<file path="config.mk">
export PLATFORM = sky130hd
export DESIGN_NAME = fifo_rd_arbiter_flat
export DESIGN_NICKNAME = d
export VERILOG_FILES = /design/src/rtl/fifo_rd_arbiter_if.sv /design/src/rtl/fifo_rd_arbiter.sv /design/src/flat_wrapper.sv
export SDC_FILE = /design/constraint.sdc
export NUM_CORES = 1
export LEC_CHECK = 0
export ABC_AREA = 1
export BUFFER_PORTS_ARGS = -buffer_cell sky130_fd_sc_hd__buf_2
export CAP_MARGIN = 25
export CORE_MARGIN = 3
export CORE_UTILIZATION = 50
export DETAILED_ROUTE_END_ITERATION = 10
export GPL_TIMING_DRIVEN = 0
export PLACE_DENSITY = 0.76
export RECOVER_POWER = 25
export SKIP_CTS_REPAIR_TIMING = 1
export SLEW_MARGIN = 20
export SYNTH_ARGS = -nofsm -noshare
export SYNTH_HDL_FRONTEND = slang
export SYNTH_SLANG_ARGS = --single-unit
</file>
<file path="constraint.sdc">
create_clock -name rd_clk -period 3 [get_ports rd_clk]
set_input_delay 0.45 -clock rd_clk [delete_from_list [all_inputs] [get_ports rd_clk]]
set_output_delay 0.45 -clock rd_clk [all_outputs]
set_load 0.05 [all_outputs]
</file>
<file path="src/rtl/fifo_rd_arbiter_if.sv">
// FIFO read-side and consumer-side signals of the round-robin read arbiter.
// master: arbiter side; slave: FIFO/consumer environment side.
interface fifo_rd_arbiter_if #(
  parameter int NUM_REQ    = 4,
  parameter int DATA_WIDTH = 8,
  parameter int CNT_WIDTH  = 4
);
  logic                  fifo_empty;
  logic [DATA_WIDTH-1:0] fifo_rd_data;
  logic                  fifo_rd_en;
  logic [NUM_REQ-1:0]    req;
  logic [NUM_REQ-1:0]    cons_ready;
  logic [CNT_WIDTH-1:0]  cfg_burst_len;
  logic [NUM_REQ-1:0]    grant;
  logic [DATA_WIDTH-1:0] out_data;
  logic [NUM_REQ-1:0]    out_valid;
  logic                  burst_done;

  modport master (
    input  fifo_empty, fifo_rd_data, req, cons_ready, cfg_burst_len,
    output fifo_rd_en, grant, out_data, out_valid, burst_done
  );

  modport slave (
    output fifo_empty, fifo_rd_data, req, cons_ready, cfg_burst_len,
    input  fifo_rd_en, grant, out_data, out_valid, burst_done
  );
endinterface

</file>
<file path="src/rtl/fifo_rd_arbiter.sv">
// Round-robin burst arbiter sharing one FIFO read port among NUM_REQ consumers.
// Pop is combinational from grant/ready/empty; popped words are registered out.
module fifo_rd_arbiter #(
  parameter int NUM_REQ    = 4,
  parameter int DATA_WIDTH = 8,
  parameter int CNT_WIDTH  = 4
) (
  input logic                rd_clk,
  input logic                rd_rst,
  fifo_rd_arbiter_if.master  bus
);
  localparam int IDX_W = $clog2(NUM_REQ);
  localparam logic [CNT_WIDTH-1:0] CNT_ONE = CNT_WIDTH'(1);

  typedef enum logic {IDLE, XFER} state_t;

  state_t                state;
  state_t                state_nxt;
  logic [IDX_W-1:0]      gidx;
  logic [IDX_W-1:0]      last;
  logic [IDX_W-1:0]      pick_idx;
  logic [IDX_W-1:0]      cand;
  logic                  pick_found;
  logic [CNT_WIDTH-1:0]  count;
  logic [CNT_WIDTH-1:0]  limit;
  logic [NUM_REQ-1:0]    grant_q;
  logic [NUM_REQ-1:0]    out_valid_q;
  logic [DATA_WIDTH-1:0] out_data_q;
  logic                  burst_done_q;
  logic                  pop;
  logic                  release_g;

  // First requester after the last-served index, wrapping NUM_REQ-1 -> 0
  always_comb begin
    pick_found = 1'b0;
    pick_idx   = last;
    cand       = '0;
    for (int i = 1; i <= NUM_REQ; i++) begin
      cand = IDX_W'((int'(last) + i) % NUM_REQ);
      if (!pick_found && bus.req[cand]) begin
        pick_found = 1'b1;
        pick_idx   = cand;
      end
    end
  end

  always_comb begin
    state_nxt = state;
    pop       = 1'b0;
    release_g = 1'b0;
    case (state)
      IDLE: begin
        if (pick_found && !bus.fifo_empty) state_nxt = XFER;
      end
      XFER: begin
        pop = bus.req[gidx] & bus.cons_ready[gidx] & ~bus.fifo_empty;
        // An empty FIFO only stalls; the grant ends on a dropped request or a full burst
        if (!bus.req[gidx] || (pop && (count + CNT_ONE) == limit)) begin
          release_g = 1'b1;
          state_nxt = IDLE;
        end
      end
      default: state_nxt = IDLE;
    endcase
  end

  always_ff @(posedge rd_clk or posedge rd_rst) begin
    if (rd_rst) begin
      state        <= IDLE;
      grant_q      <= '0;
      out_valid_q  <= '0;
      out_data_q   <= '0;
      burst_done_q <= 1'b0;
      count        <= '0;
      limit        <= '0;
      gidx         <= '0;
      last         <= IDX_W'(NUM_REQ - 1);
    end else begin
      state        <= state_nxt;
      out_valid_q  <= '0;
      burst_done_q <= 1'b0;
      if (state == IDLE && state_nxt == XFER) begin
        grant_q <= NUM_REQ'(1) << pick_idx;
        gidx    <= pick_idx;
        limit   <= (bus.cfg_burst_len == '0) ? CNT_ONE : bus.cfg_burst_len;
        count   <= '0;
      end
      if (pop) begin
        out_data_q  <= bus.fifo_rd_data;
        out_valid_q <= grant_q;
        count       <= count + CNT_ONE;
      end
      if (release_g) begin
        grant_q      <= '0;
        last         <= gidx;
        burst_done_q <= 1'b1;
      end
    end
  end

  assign bus.fifo_rd_en = pop;
  assign bus.grant      = grant_q;
  assign bus.out_data   = out_data_q;
  assign bus.out_valid  = out_valid_q;
  assign bus.burst_done = burst_done_q;
endmodule

</file>
<file path="src/flat_wrapper.sv">
// flat-port wrapper written by rule: the top's interface ports become plain ports
module fifo_rd_arbiter_flat 
#(
  parameter int NUM_REQ    = 4,
  parameter int DATA_WIDTH = 8,
  parameter int CNT_WIDTH  = 4
)
  (rd_clk, rd_rst, bus_fifo_empty, bus_fifo_rd_data, bus_req, bus_cons_ready, bus_cfg_burst_len, bus_fifo_rd_en, bus_grant, bus_out_data, bus_out_valid, bus_burst_done);
  fifo_rd_arbiter_if #(.NUM_REQ(NUM_REQ), .DATA_WIDTH(DATA_WIDTH), .CNT_WIDTH(CNT_WIDTH)) bus_i ();
  input logic rd_clk;
  input logic rd_rst;
  input wire logic [$bits(bus_i.fifo_empty)-1:0] bus_fifo_empty;
  input wire logic [$bits(bus_i.fifo_rd_data)-1:0] bus_fifo_rd_data;
  input wire logic [$bits(bus_i.req)-1:0] bus_req;
  input wire logic [$bits(bus_i.cons_ready)-1:0] bus_cons_ready;
  input wire logic [$bits(bus_i.cfg_burst_len)-1:0] bus_cfg_burst_len;
  output wire logic [$bits(bus_i.fifo_rd_en)-1:0] bus_fifo_rd_en;
  output wire logic [$bits(bus_i.grant)-1:0] bus_grant;
  output wire logic [$bits(bus_i.out_data)-1:0] bus_out_data;
  output wire logic [$bits(bus_i.out_valid)-1:0] bus_out_valid;
  output wire logic [$bits(bus_i.burst_done)-1:0] bus_burst_done;
  assign bus_i.fifo_empty = bus_fifo_empty;
  assign bus_i.fifo_rd_data = bus_fifo_rd_data;
  assign bus_i.req = bus_req;
  assign bus_i.cons_ready = bus_cons_ready;
  assign bus_i.cfg_burst_len = bus_cfg_burst_len;
  assign bus_fifo_rd_en = bus_i.fifo_rd_en;
  assign bus_grant = bus_i.grant;
  assign bus_out_data = bus_i.out_data;
  assign bus_out_valid = bus_i.out_valid;
  assign bus_burst_done = bus_i.burst_done;
  fifo_rd_arbiter #(.NUM_REQ(NUM_REQ), .DATA_WIDTH(DATA_WIDTH), .CNT_WIDTH(CNT_WIDTH)) u_core (.rd_clk(rd_clk), .rd_rst(rd_rst), .bus(bus_i));
endmodule
</file>
# Yosys cells after proc, flatten, opt, wreduce, memory -nomap -nowiden
# Cells that the tools add are included.
# word_totals
reg_bits,30
n_memories,0
mem_bits_rw,0
word_cells,73
input_bits,23
out_inout_bits,18
rom_bits,0
latch_bits,0
# op_classes
add_sub_neg,5
mux,33
n_bitwise,4
eq_ne,1
n_reduce_logical,15
div_mod_pow,0
shifts,1
order_cmp,5
mul,0
# op_table
operator,count
$mux W4,6
$mux W1,16
$lt A2 B3 Y1 const B,5
$bmux W1 S2,6
$mux W2,4
$logic_and A1 B1 Y1,6
$logic_not A1 Y1,5
$add A2 B1 Y2 const B,2
$add A2 B2 Y2 const B,2
$add A4 B1 Y4 const B,1
$eq A4 B4 Y1,1
$logic_not A4 Y1,1
$reduce_bool A2 Y1,2
$shl A1 B2 Y4 const A,1
$and A1 B1 Y1,2
$not A1 Y1,2
$pmux W1 S2,1
$logic_or A1 B1 Y1,1

# Longest topological paths before layout
# Gate-level depths: netlist (run 1).
# logic_depth
depth_word,19
depth_mapped,13
mapped_depth_nobuf,13

# Worst setup path after synthesis (run 1)
# OpenSTA, ideal clock, no wires.
# synth_timing
path_type,input port to output port
from,input bus_req[0]
to,output bus_fifo_rd_en
setup_slack_ns,1.309
n_path_buf,1
cell_stages,7
arrival_time_ns,1.241
t_required_ns,2.550
cell_sequence,inv_1 o21ai_0 nand2_1 nor2_1 nand2_1 inv_1 buf_4
# synth_between
elab_chain_len,5
# synth_lines
item,line_no,rtl
"start, declared",flat_wrapper.sv:14,input wire logic [$bits(bus_i.req)-1:0] bus_req;
$bmux W1 S2,fifo_rd_arbiter.sv:56,pop = bus.req[gidx] & bus.cons_ready[gidx] & ~bus.fifo_empty;
$mux W1 (not written as such),fifo_rd_arbiter.sv:56,
$and A1 B1 Y1 (2 in a row),fifo_rd_arbiter.sv:56,
$mux W1,fifo_rd_arbiter.sv:51,case (state)
"end, declared",flat_wrapper.sv:17,output wire logic [$bits(bus_i.fifo_rd_en)-1:0] bus_fifo_rd_en;
# No other way between the ends. The select of a mux whose other input is x is not followed.

# Worst setup path after layout (run 1)
# layout_timing
from,register u_core.gidx[0]
to,output bus_fifo_rd_en
# layout_between
elab_chain_len,5
elab_cells_between_ends,7
cone_classes,mux: 5; bitwise: 2
# layout_lines
item,line_no,rtl
"start, declared",fifo_rd_arbiter.sv:19,logic [IDX_W-1:0] gidx;
"start signal, assigned",fifo_rd_arbiter.sv:84,gidx <= pick_idx;
$bmux W1 S2,fifo_rd_arbiter.sv:56,
$mux W1 (not written as such),fifo_rd_arbiter.sv:56,
$and A1 B1 Y1 * (2 in a row),fifo_rd_arbiter.sv:56,
$mux W1 *,fifo_rd_arbiter.sv:51,
# Mark *: on every way between the ends. The rest lies on a longest branch, timed or not. The select of a mux whose other input is x is not followed.

==> results.md, run 1 <==
STA:
- Clock skew on the completed layout was measured at 7.04 ps.
- For the pin with the worst max-slew slack, the measured transition is 1100 ps.
- Setup repair after global routing left no endpoint under its margin.
- The count of final hold-check violations is 0.
- The max-slew violation total from the final report is 0.
- The worst path uses 81.8% of the clock period.
- Setup violations remaining at the end of the flow were counted as 0.
- The maximum clock rate is 408 MHz.
- The post-route minimum period is 2450 ps.
- The aggregate negative setup slack is 0 ps.
- The worst pin sits at a relative slew slack of 26.4%.

Synth:
- The synthesis warning total is 0.
- The leading cell type by number of instances after synthesis is nand2_1.
- Yosys mapped a number of flops with a built-in enable equal to 0.
- The mean area per synthesized cell is 7.25 µm².
- Synthesis produced a netlist whose cell count is 228.
- The number of different library cells in the post-synthesis netlist is 26.
- After synthesis, the most frequently instantiated cells are nand2_1, dfrtp_1, inv_1.
- The sequential fraction of the synthesis area is 45.6%.
- The number of nets in the synthesized netlist is 252.
- Summed over all instances, the cell type with the most area after synthesis is dfrtp_1.
- Among all flip-flop cells after synthesis, the most frequent one is dfrtp_1.
- In this run the biggest area consumer among cell types represents 42.4% of the synthesized area.
- The cell area after technology mapping is 1650 µm².
- Counting flops with an async set or reset pin after synthesis yields a share of 100%.
- After synthesis, the cell types taking the most area are dfrtp_1, nand2_1, nand3_1, inv_1, o21ai_0.
- In this run, synthesis produced a sequential element count of 30.

Finish:
- Relative to the synthesized area, the layout overhead comes to 22.2%.
- The layout net count is 299.
- The number of antenna diodes is 0.
- The fraction of final layout cells sized beyond drive strength 1 is 25.0%.

Routing:
- The detailed router finished its first iteration with 160 violations.
- In the routed layout, each cell is associated on average with a via count of 4.82.
- The wire length per cell is 10.5 µm.
- In the routed design, unresolved DRC markers number 0.
- The number of search-and-repair iterations in the first detailed-routing pass is 4.
- The routed layout has 1,542 vias.
- After detailed routing, the total wire length is 3370 µm.
- The final antenna-violating net count is 0.

Run status:
- The run finished with clean final reports.

Clock tree:
- Clock-pin slew was measured on the worst setup and hold paths at 100 ps.
- TritonCTS built the clock tree.
- Counting the buffers created by CTS gives 5.
- The maximum buffer depth of the clock tree is 2.
- The later pin in the worst-skew pair is clocked with a latency of 330 ps.
- The buffer type at the clock tree root is clkbuf_4.
- Counting every sink on the clock net gives 30.
- The H-tree was split into 2 levels.

Floorplan:
- The core region is 3100 µm².
- The die outline height is 63.5 µm.
- For this configuration, the core starts out at a cell density of 53.3%.
- Measured along the x axis, the die boundary spans 63.5 µm.
- For this design the top-level I/O count stands at 41.
- The overall die area is 4030 µm².
- The total number of placement rows is 20.

Global routing:
- The aggregate global-route resource usage is 18.6%.
- The global-route wire length before repair is 5950 µm.
- The maximum number of pins on one net before global-route repair is 31.
- The number of antenna violations at the first check in global routing is 0.
- The overall overflow remaining after global route is 0.
- The number of global-route vias before repair came to 1,387.

Worst setup path:
- The critical path in this run is classified as reg2out.
- The data arrival time at the worst-slack endpoint is 2000 ps.
- The element type at the critical path end is an output pin.
- The worst path required time is 2550 ps.
- The critical path launch point type is a flop.
- The register-to-register path setup slack is 1240 ps.
- The maximum fanout count along the critical path is 10.

Pwr:
- The maximum vdd drop is 0.562 mV.
- The power per cell area is 1110 nW/µm².
- The static leakage is 1.16 nW.
- The total power draw is 0.00223 W.

Place:
- After legalization and detailed placement, the total HPWL measured 2570 µm.
- The total of buffers placed on input and output ports is 40.
- The global placer's final weighted congestion is 0.874.

Job:
- The tool flagged a number of max-cap violations equal to 0.

Hold path:
- The worst hold path belongs to the class in2reg.
cells by family after synthesis:
group,after synthesis,synth area share [%]
AOI/OAI and AO/OA,22,6.89
xor gates and xnor gates,2,1.06
adders and majority gates,1,0.757
buffers and inverters,31,8.40
DFF,30,45.6
and+or+nand+nor,142,37.3
stage by stage:
stage	worst slack, ps	cells	util [%]	area, µm²	hold WS [ps]
floorplan	1310	228	-	1650	462
global placement	836	312	61.5	1910	458
detailed placement	795	312	61.5	1910	460
CTS	521	320	65.1	2020	195
global route	360	320	65.1	2020	293
finish	547	320	65.1	2020	312
report_power, final:
group / internal [W] / leakage, nW / switching, W
registers: 0.000551 / 0.385 / 0.000111
clock network: 0.000282 / 0.0585 / 0.000144
logic: 0.000351 / 0.718 / 0.000793
total: 0.00118 / 1.16 / 0.00105
layer usage:
metal	vias up	track usage, %	part of all wire [%]
met5	-	0	0
met4	0	6.47	1.3
met3	7	4.99	4.9
met2	35	31.2	49
met1	695	22.9	45
li1	805	-	-
final cells by class:
cell class                 count  area (µm²)
buffer                         4        37.5
fill                         291        1080
inverter                      27         101
tap                           44        55.1
multi-input combinational    167         761
timing repair buffer          40         200
clock buffer                   6        51.3
sequential                    30         753
clock inverter                 2        60.1
critical path: stages, from the launching register on:
cell and delay [ps]:
dfrtp_1 470, inv_2 80, nand2_1 60, nand3_1 60
a21oi_1 200, nand2_1 210, inv_1 140, buf_4 180
buf_2 270
registers in the layout, summed over array words and instances (netlist names):
name	cells
u_core.bus.burst_done	1
u_core.bus.out_valid	4
u_core.count	4
u_core.bus.out_data	8
u_core.gidx	2
u_core.last	2
u_core.state	1
u_core.bus.grant	4
u_core.limit	4
final timing paths:
kind | from | endpoint | cells after the start
min | bus_fifo_rd_data[6] | u_core.bus.out_data[6] | 3
min in group asynchronous | rd_rst | u_core.bus.grant[1] | 2
max reg2reg | u_core.count[0] | u_core.bus.grant[3] | 9
min reg2reg | u_core.bus.out_data[7] | u_core.bus.out_data[7] | 2
max in group asynchronous | rd_rst | u_core.bus.out_valid[0] | 2
max | u_core.gidx[0] | bus_fifo_rd_en | 8
cell usage in the layout, fill, tap and decap left out:
cell / instances
nand3b_1: 1
inv_1: 22
a21oi_1: 7
nand3_1: 19
buf_2: 40
xor2_1: 1
clkbuf_8: 1
clkbuf_4: 5
ha_1: 1
nor2_1: 10
a22oi_1: 1
dfrtp_1: 28
nor2_4: 1
buf_6: 1
buf_4: 1
o21ai_0: 11
bufinv_16: 2
dfstp_2: 2
nand2_2: 6
nor3_1: 1
clkbuf_1: 1
nand4_1: 2
nand2_1: 98
o22ai_1: 1
xnor2_1: 1
inv_2: 5
buf_8: 1
nand3_2: 2
nand2_4: 2
o21ai_1: 2
Note: power is estimated with default switching activity, not from simulation.
==> run 2, diff against run 1 <==
==> constraint.sdc (replaced) <==
create_clock -name rd_clk -period 2.4 [get_ports rd_clk]
set_input_delay 0.36 -clock rd_clk [delete_from_list [all_inputs] [get_ports rd_clk]]
set_output_delay 0.36 -clock rd_clk [all_outputs]
set_load 0.05 [all_outputs]
==> results.md, run 2 (synthesized netlist as in run 1, its figures left out) <==
Worst setup path:
- The endpoint of the worst-slack reg-to-reg timing path is u_core.bus.grant[3].
- The cell count of the worst reg-to-reg path is 9.
- Traced cell by cell, the critical path runs through inv_1, nand3_1, a21oi_1, nand2_2, inv_1, buf_4, buf_4.
- The launching element of the worst setup path is u_core.gidx[1].
- For flop-to-flop paths, the worst setup slack is 640 ps.
- On the critical path, the stage with the largest delay is an instance of dfrtp_1.
- The critical path in this run is classified as reg2out.
- The worst path required time is 2040 ps.
- The worst setup path is captured at an output pin.
- Data on the critical path arrives at its endpoint at 1850 ps.
- The cell family contributing the most delay on the critical path is buffers and inverters.
- The startpoint of the most critical register-to-register path is u_core.count[0].
- The critical path's largest stage delay is 430 ps.
- The maximum fanout count along the critical path is 10.
- The total buffers and inverters traversed by the critical path is 4.
- The critical path launch point type is a flop.

Global routing:
- The number of antenna violations at the first check in global routing came to 0.
- In the global route stage, overall resource usage came out at 18.6%.
- The global-route wire length before repair is 5950 µm.
- The number of global-route vias before repair was 1,387.
- The overall overflow remaining after global route is 0.
- The maximum number of pins on one net before global-route repair is 31.

Finish:
- The register with the most flip-flops in the layout has 8 of them.
- The fraction of final layout cells sized beyond drive strength 1 is 25.7%.
- In the layout the commonest cells are nand2_1, buf_2, dfrtp_1.
- For this run, the post-layout net count is 299.
- Counting the fill cells in the layout gives 291.
- The storage element area is 754 µm².
- The number of non-filler instances in the completed layout is 320.
- 0 antenna diodes ended up in the layout.
- The multi-input combinational cells in the finished layout cover a total of 763 µm².
- The library cell used most frequently in the layout, excluding fill and tap cells, is nand2_1.
- The area growth from synthesis to layout is 22.6%.

STA:
- Adding up every negative setup slack in the final design gives 0 ps.
- The count of final hold-check violations is 0.
- The post-route minimum period is 2210 ps.
- Measured against its own limit, the worst slew margin works out to 26.4%.
- The post-route clock skew is 7.36 ps.
- The maximum clock rate is 452 MHz.
- Across all setup checks in the final design, the least slack found is 189 ps.
- The worst path uses 92.1% of the clock period.
- Setup repair after global routing left no endpoint under its margin.
- The minimum hold slack is 219 ps.
- The count of final setup violators is 0.
- At the pin with the least slew margin, the transition time is 1100 ps.
- The max-slew violation total from the final report is 0.

Floorplan:
- The horizontal extent of the die is 63.5 µm.
- The area inside the core boundary is 3100 µm².
- The die is 63.5 µm tall.
- The total number of placement rows is 20.
- The die covers 4030 µm².
- During I/O placement, the number of pins put on the boundary was 41.
- Once the floorplan was initialized, standard cells occupied 53.3% of the core.

Hold path:
- The worst hold path passes through 3 cells.
- The beginning of the worst hold path is bus_fifo_rd_data[6].
- For hold timing, the worst endpoint is u_core.bus.out_data[6].
- The class of the most critical hold timing path is in2reg.

Clock tree:
- The count of H-tree levels built during CTS is 2.
- The number of clock sinks is 30.
- The later pin in the worst-skew pair is clocked with a latency of 330 ps.
- TritonCTS built the clock tree.
- The clock passes through at most 2 buffers.
- Clock-pin slew was measured on the worst setup and hold paths at 100 ps.
- The number of buffers created by CTS is 5.
- The buffer type at the clock tree root is clkbuf_4.

Pwr:
- Across the VDD grid, the largest voltage drop is 0.702 mV.
- The power per cell area is 1380 nW/µm².
- The completed layout was analyzed and its total power is 0.00280 W.
- The share of total power in combinational logic is 51.3%.
- The clock network burns 19.0% of the power.
- The net switching component of the power is 0.00132 W.
- The analysis attributes to cell leakage a power of 1.16 nW.
- In this run switching power makes up 47.0% of total power.
- The relative contribution of sequential cells to total power is 29.6%.
- Cell internal power was estimated by the tool at 0.00149 W.

Place:
- The placed wire-length estimate after detailed placement is 2570 µm.
- Input and output buffers added on the ports amount to 40.
- The cell count after placement is 312.
- The congestion estimate from routability-driven global placement came to 0.874.
- Before CTS, the worst setup slack after placement is 375 ps.

Routing:
- The via total after detailed routing is 1,542.
- Before antenna repair, the detailed router went through 4 iterations.
- The detailed router finished its first iteration with 151 violations.
- The final routed wirelength across all metal layers is 3390 µm.
- After detailed routing, the number of remaining DRC violations is 0.
- In the routed layout, each cell is associated on average with a via count of 4.82.
- The final antenna-violating net count is 0.
- After detailed routing, the average wire length per cell comes to 10.6 µm.

Job:
- The number of maximum-capacitance violations is 0.

Run status:
- The run finished with clean final reports.
[run 2: changes by cell type in the layout (fill, tap and decap cells not counted)]
cell / change
buf_4: +1
nand2_2: +1
dfrtp_2: +1
buf_2: -1
nand2_1: -1
dfrtp_1: -1
[run 2: routing by layer]
layer	share of wire, %	vias to the layer above	routed length [µm]	track usage, %
met4	1.4	0	46	6.47
met2	49	35	1670	31.2
met5	0	-	0	0
met3	4.7	7	158	4.99
met1	45	695	1520	22.9
li1	-	805	-	-
[run 2: power by group through the flow]
stage,clock (W),combinational [W],sequential [W]
floorplan,0,0.000868,0.00110
global placement,0,0.00142,0.000833
detailed placement,0,0.00144,0.000838
CTS,0.000545,0.00144,0.000829
global route,0.000569,0.00161,0.000860
finish,0.000534,0.00144,0.000830
[run 2: worst reg2reg max path, stage by stage, from the launching register on]
cell	delay, ps
dfrtp_1	470
ha_1	350
xnor2_1	150
nand2_1	70
nor2_1	100
nand3_1	80
nand2_1	130
nand2_2	140
nand3_1	90
o21ai_1	60
[run 2: through the flow]
step	area, µm²	utilization [%]
after global routing	2030	65.3
final	2030	65.3
after detailed placement	1910	61.5
after global placement	1910	61.5
after floorplan	1650	-
after CTS	2020	65.1
[run 2: worst max path at each step]
stage	endpoint	slack, ps	cells past startpoint
after CTS	bus_fifo_rd_en	10	8
after detailed placement	bus_fifo_rd_en	380	9
after global routing	bus_fifo_rd_en	10	9
after global placement	bus_fifo_rd_en	400	8
after floorplan	u_core.bus.grant[3]	820	9
final	bus_fifo_rd_en	190	7
[run 2: cell type report]
class	instances	share of cell area [%]
plain buffers	4	1.85
clock buffers	6	2.53
clock inverters	2	2.96
inverters	27	5.00
multi-input cells	167	37.7
flip-flops and latches	30	37.2
well taps	44	2.72
repair buffers	40	10.0
==> run 3, diff against run 2 <==
--- a/config.mk
+++ b/config.mk
@@ -9,10 +9,10 @@
 export BUFFER_PORTS_ARGS = -buffer_cell sky130_fd_sc_hd__buf_2
 export CAP_MARGIN = 25
 export CORE_MARGIN = 3
-export CORE_UTILIZATION = 50
+export CORE_UTILIZATION = 52
 export DETAILED_ROUTE_END_ITERATION = 10
 export GPL_TIMING_DRIVEN = 0
-export PLACE_DENSITY = 0.76
+export PLACE_DENSITY = 0.78
 export RECOVER_POWER = 25
 export SKIP_CTS_REPAIR_TIMING = 1
 export SLEW_MARGIN = 20
==> results.md, run 3 (synthesized netlist as in run 1, its figures left out) <==
STA:
- The setup slack of the critical path after layout is 185 ps.
- Static timing analysis puts the maximum clock frequency at 452 MHz.
- The final critical path takes up 92.3% of the cycle.
- For the finished layout, the period the worst path requires is 2210 ps.
- Setup violations remaining at the end of the flow were counted as 0.
- The post-route clock skew is 9.85 ps.
- The max-slew violation total from the final report is 0.
- The worst pin sits at a relative slew slack of 26.5%.
- For the final routed database, the setup TNS stands at 0 ps.
- The count of final hold-check violations is 0.
- Setup repair after global routing left no endpoint under its margin.
- The measured slew at the worst slew-check pin is 1100 ps.

Worst setup path:
- The category of the critical setup timing path is reg2out.
- The maximum fanout count along the critical path is 10.
- The register-to-register path setup slack is 630 ps.
- The critical path's largest stage delay is 440 ps.
- The highest-delay cell along the critical path is dfrtp_1.
- Counting stages on the worst path, the most repeated cell is inv_1.
- The most critical setup path has its startpoint at u_core.gidx[1].
- The critical path runs through a total of 7 cells.
- Counting cells, the worst reg-to-reg path comes to 9.
- The cell family contributing the most delay on the critical path is buffers and inverters.
- The startpoint identified for the worst register-to-register timing path is u_core.count[0].
- At the worst endpoint, the required time is 2040 ps.
- The total buffers and inverters traversed by the critical path is 4.
- The element type at the critical path end is an output pin.
- The endpoint identified for the worst register-to-register timing path is u_core.bus.grant[1].
- The endpoint of the most critical setup path is bus_fifo_rd_en.
- The data arrival time at the worst-slack endpoint is 1850 ps.
- The critical path launch point type is a flop.
- The signal on the critical path passes through inv_1, nand3_1, a21oi_1, nand2_2, inv_1, buf_4, clkbuf_4.

Finish:
- The library cell used most frequently in the layout, excluding fill and tap cells, is nand2_1.
- The register with the most flip-flops in the layout has 8 of them.
- After filler insertion, the fill cell instance count of the layout stands at 282.
- Cells with a size suffix above 1 make up 25.7% of the layout.
- The synthesis-to-finish area growth is 19.5%.
- The layout net count is 299.
- The repair_antennas step left the layout with diodes totalling 0.
- The library cells used most frequently in the layout, excluding fill and tap cells, are nand2_1, buf_2, dfrtp_1.

Global routing:
- Summed over all layers, the global routing overflow is 0.
- The maximum number of pins on one net before global-route repair is 31.
- The global-route wire length before repair is 6130 µm.
- The number of antenna violations at the first check in global routing is 0.
- The aggregate global-route resource usage is 19.4%.
- The number of global-route vias before repair came to 1,402.

Pwr:
- The static leakage is 1.14 nW.
- The power per cell area is 1310 nW/µm².
- The maximum vdd drop is 0.845 mV.

Place:
- At the placement stage, the worst setup path has a slack of 417 ps.
- Detailed placement ended at an HPWL of 2590 µm.
- The total of buffers placed on input and output ports is 40.
- The congestion estimate from routability-driven global placement came to 0.816.

Floorplan:
- The area inside the core boundary is 2900 µm².
- Once the floorplan was initialized, standard cells occupied 57.0% of the core.
- During I/O placement, the number of pins put on the boundary was 41.
- The floorplan step set the die width to 62.4 µm.
- After floorplanning, the core was divided into 19 placement rows.
- The die outline height is 62.4 µm.
- The overall die area is 3890 µm².

Routing:
- The final antenna-violating net count is 0.
- The via total after detailed routing is 1,520.
- The wire length per cell is 10.7 µm.
- The iteration-0 DRC count of the detailed router is 91.
- After detailed routing, the number of remaining DRC violations is 0.
- The number of search-and-repair iterations in the first detailed-routing pass is 4.
- The final routed wirelength across all metal layers is 3390 µm.
- The number of vias per cell is 4.78.

Clock tree:
- The count of H-tree levels built during CTS is 2.
- The clock passes through at most 2 buffers.
- The clock input transition at the sequential cells of the worst setup and hold paths is 100 ps.
- The clock latency at the later pin of the worst-skew pair is 330 ps.
- The number of buffers created by CTS is 5.
- The tree is rooted in a clkbuf_4.
- The clock tree from TritonCTS is built.
- The number of clock sinks is 30.

Hold path:
- The class of the most critical hold timing path is in2reg.

Job:
- The number of maximum-capacitance violations is 0.

Run status:
- The run finished with clean final reports.
[run 3: changes by cell type in the layout (fill, tap and decap cells not counted), sizes merged]
cell,change
buf,-1
clkinvlp,+1
clkinv,+1
clkbuf,+1
bufinv,-2
[run 3: layout make-up]
type                    count  area, µm²  share of cell area [%]
plain buffers               4       37.5                    1.90
clock buffers               6       51.3                    2.60
clock inverters             2       12.5                   0.633
inverters                  27        101                    5.13
multi-input cells         167        763                    38.6
flip-flops and latches     30        754                    38.2
well taps                  42       52.6                    2.66
repair buffers             40        203                    10.3
[run 3: layer usage]
layer / up-vias / routed length (µm) / share of wire, % / global-route usage, %
met3: 5 / 114 / 3.4 / 3.96
met1: 679 / 1540 / 45 / 23.6
met2: 28 / 1710 / 50 / 34.3
met5: - / 0 / 0 / 0
met4: 0 / 37 / 1.1 / 6.06
li1: 808 / - / - / -
[run 3: worst min path at each step]
stage	from	endpoint	slack, ps	depth (start not counted)
final	bus_fifo_rd_data[2]	u_core.bus.out_data[2]	220	3
after global routing	bus_fifo_rd_data[5]	u_core.bus.out_data[5]	230	3
after CTS	rd_rst	u_core.bus.out_valid[2]	110	2
after detailed placement	u_core.bus.out_data[2]	u_core.bus.out_data[2]	460	2
after global placement	u_core.bus.out_data[0]	u_core.bus.out_data[0]	460	2
after floorplan	rd_rst	u_core.bus.burst_done	450	1
[run 3: worst reg2reg max path: stages, from the launching register on]
cell     delay [ps]
dfrtp_1         460
ha_1            350
xnor2_1         160
nand2_1          70
nor2_1          130
nand3_1          90
nand2_1         120
nand2_2         140
nand3_1         100
nand2_1          50
[run 3: through the flow]
stage / hold slack, ps / instance area (µm²) / cells / power (W) / util (%)
after CTS: 112 / 1970 / 318 / 0.00260 / 67.9
after global placement: 459 / 1910 / 310 / 0.00225 / 65.7
after global routing: 227 / 1980 / 318 / 0.00284 / 68.1
after detailed placement: 461 / 1910 / 310 / 0.00228 / 65.7
after floorplan: 449 / 1650 / 228 / 0.00197 / -
final: 221 / 1980 / 318 / 0.00259 / 68.1
[run 3: power breakdown]
| group | leakage [nW] | switching (W) | internal, W |
|---|---|---|---|
| clock | 0.0343 | 0.000182 | 0.000141 |
| sequential | 0.384 | 0.000138 | 0.000691 |
| combinational | 0.718 | 0.00100 | 0.000441 |
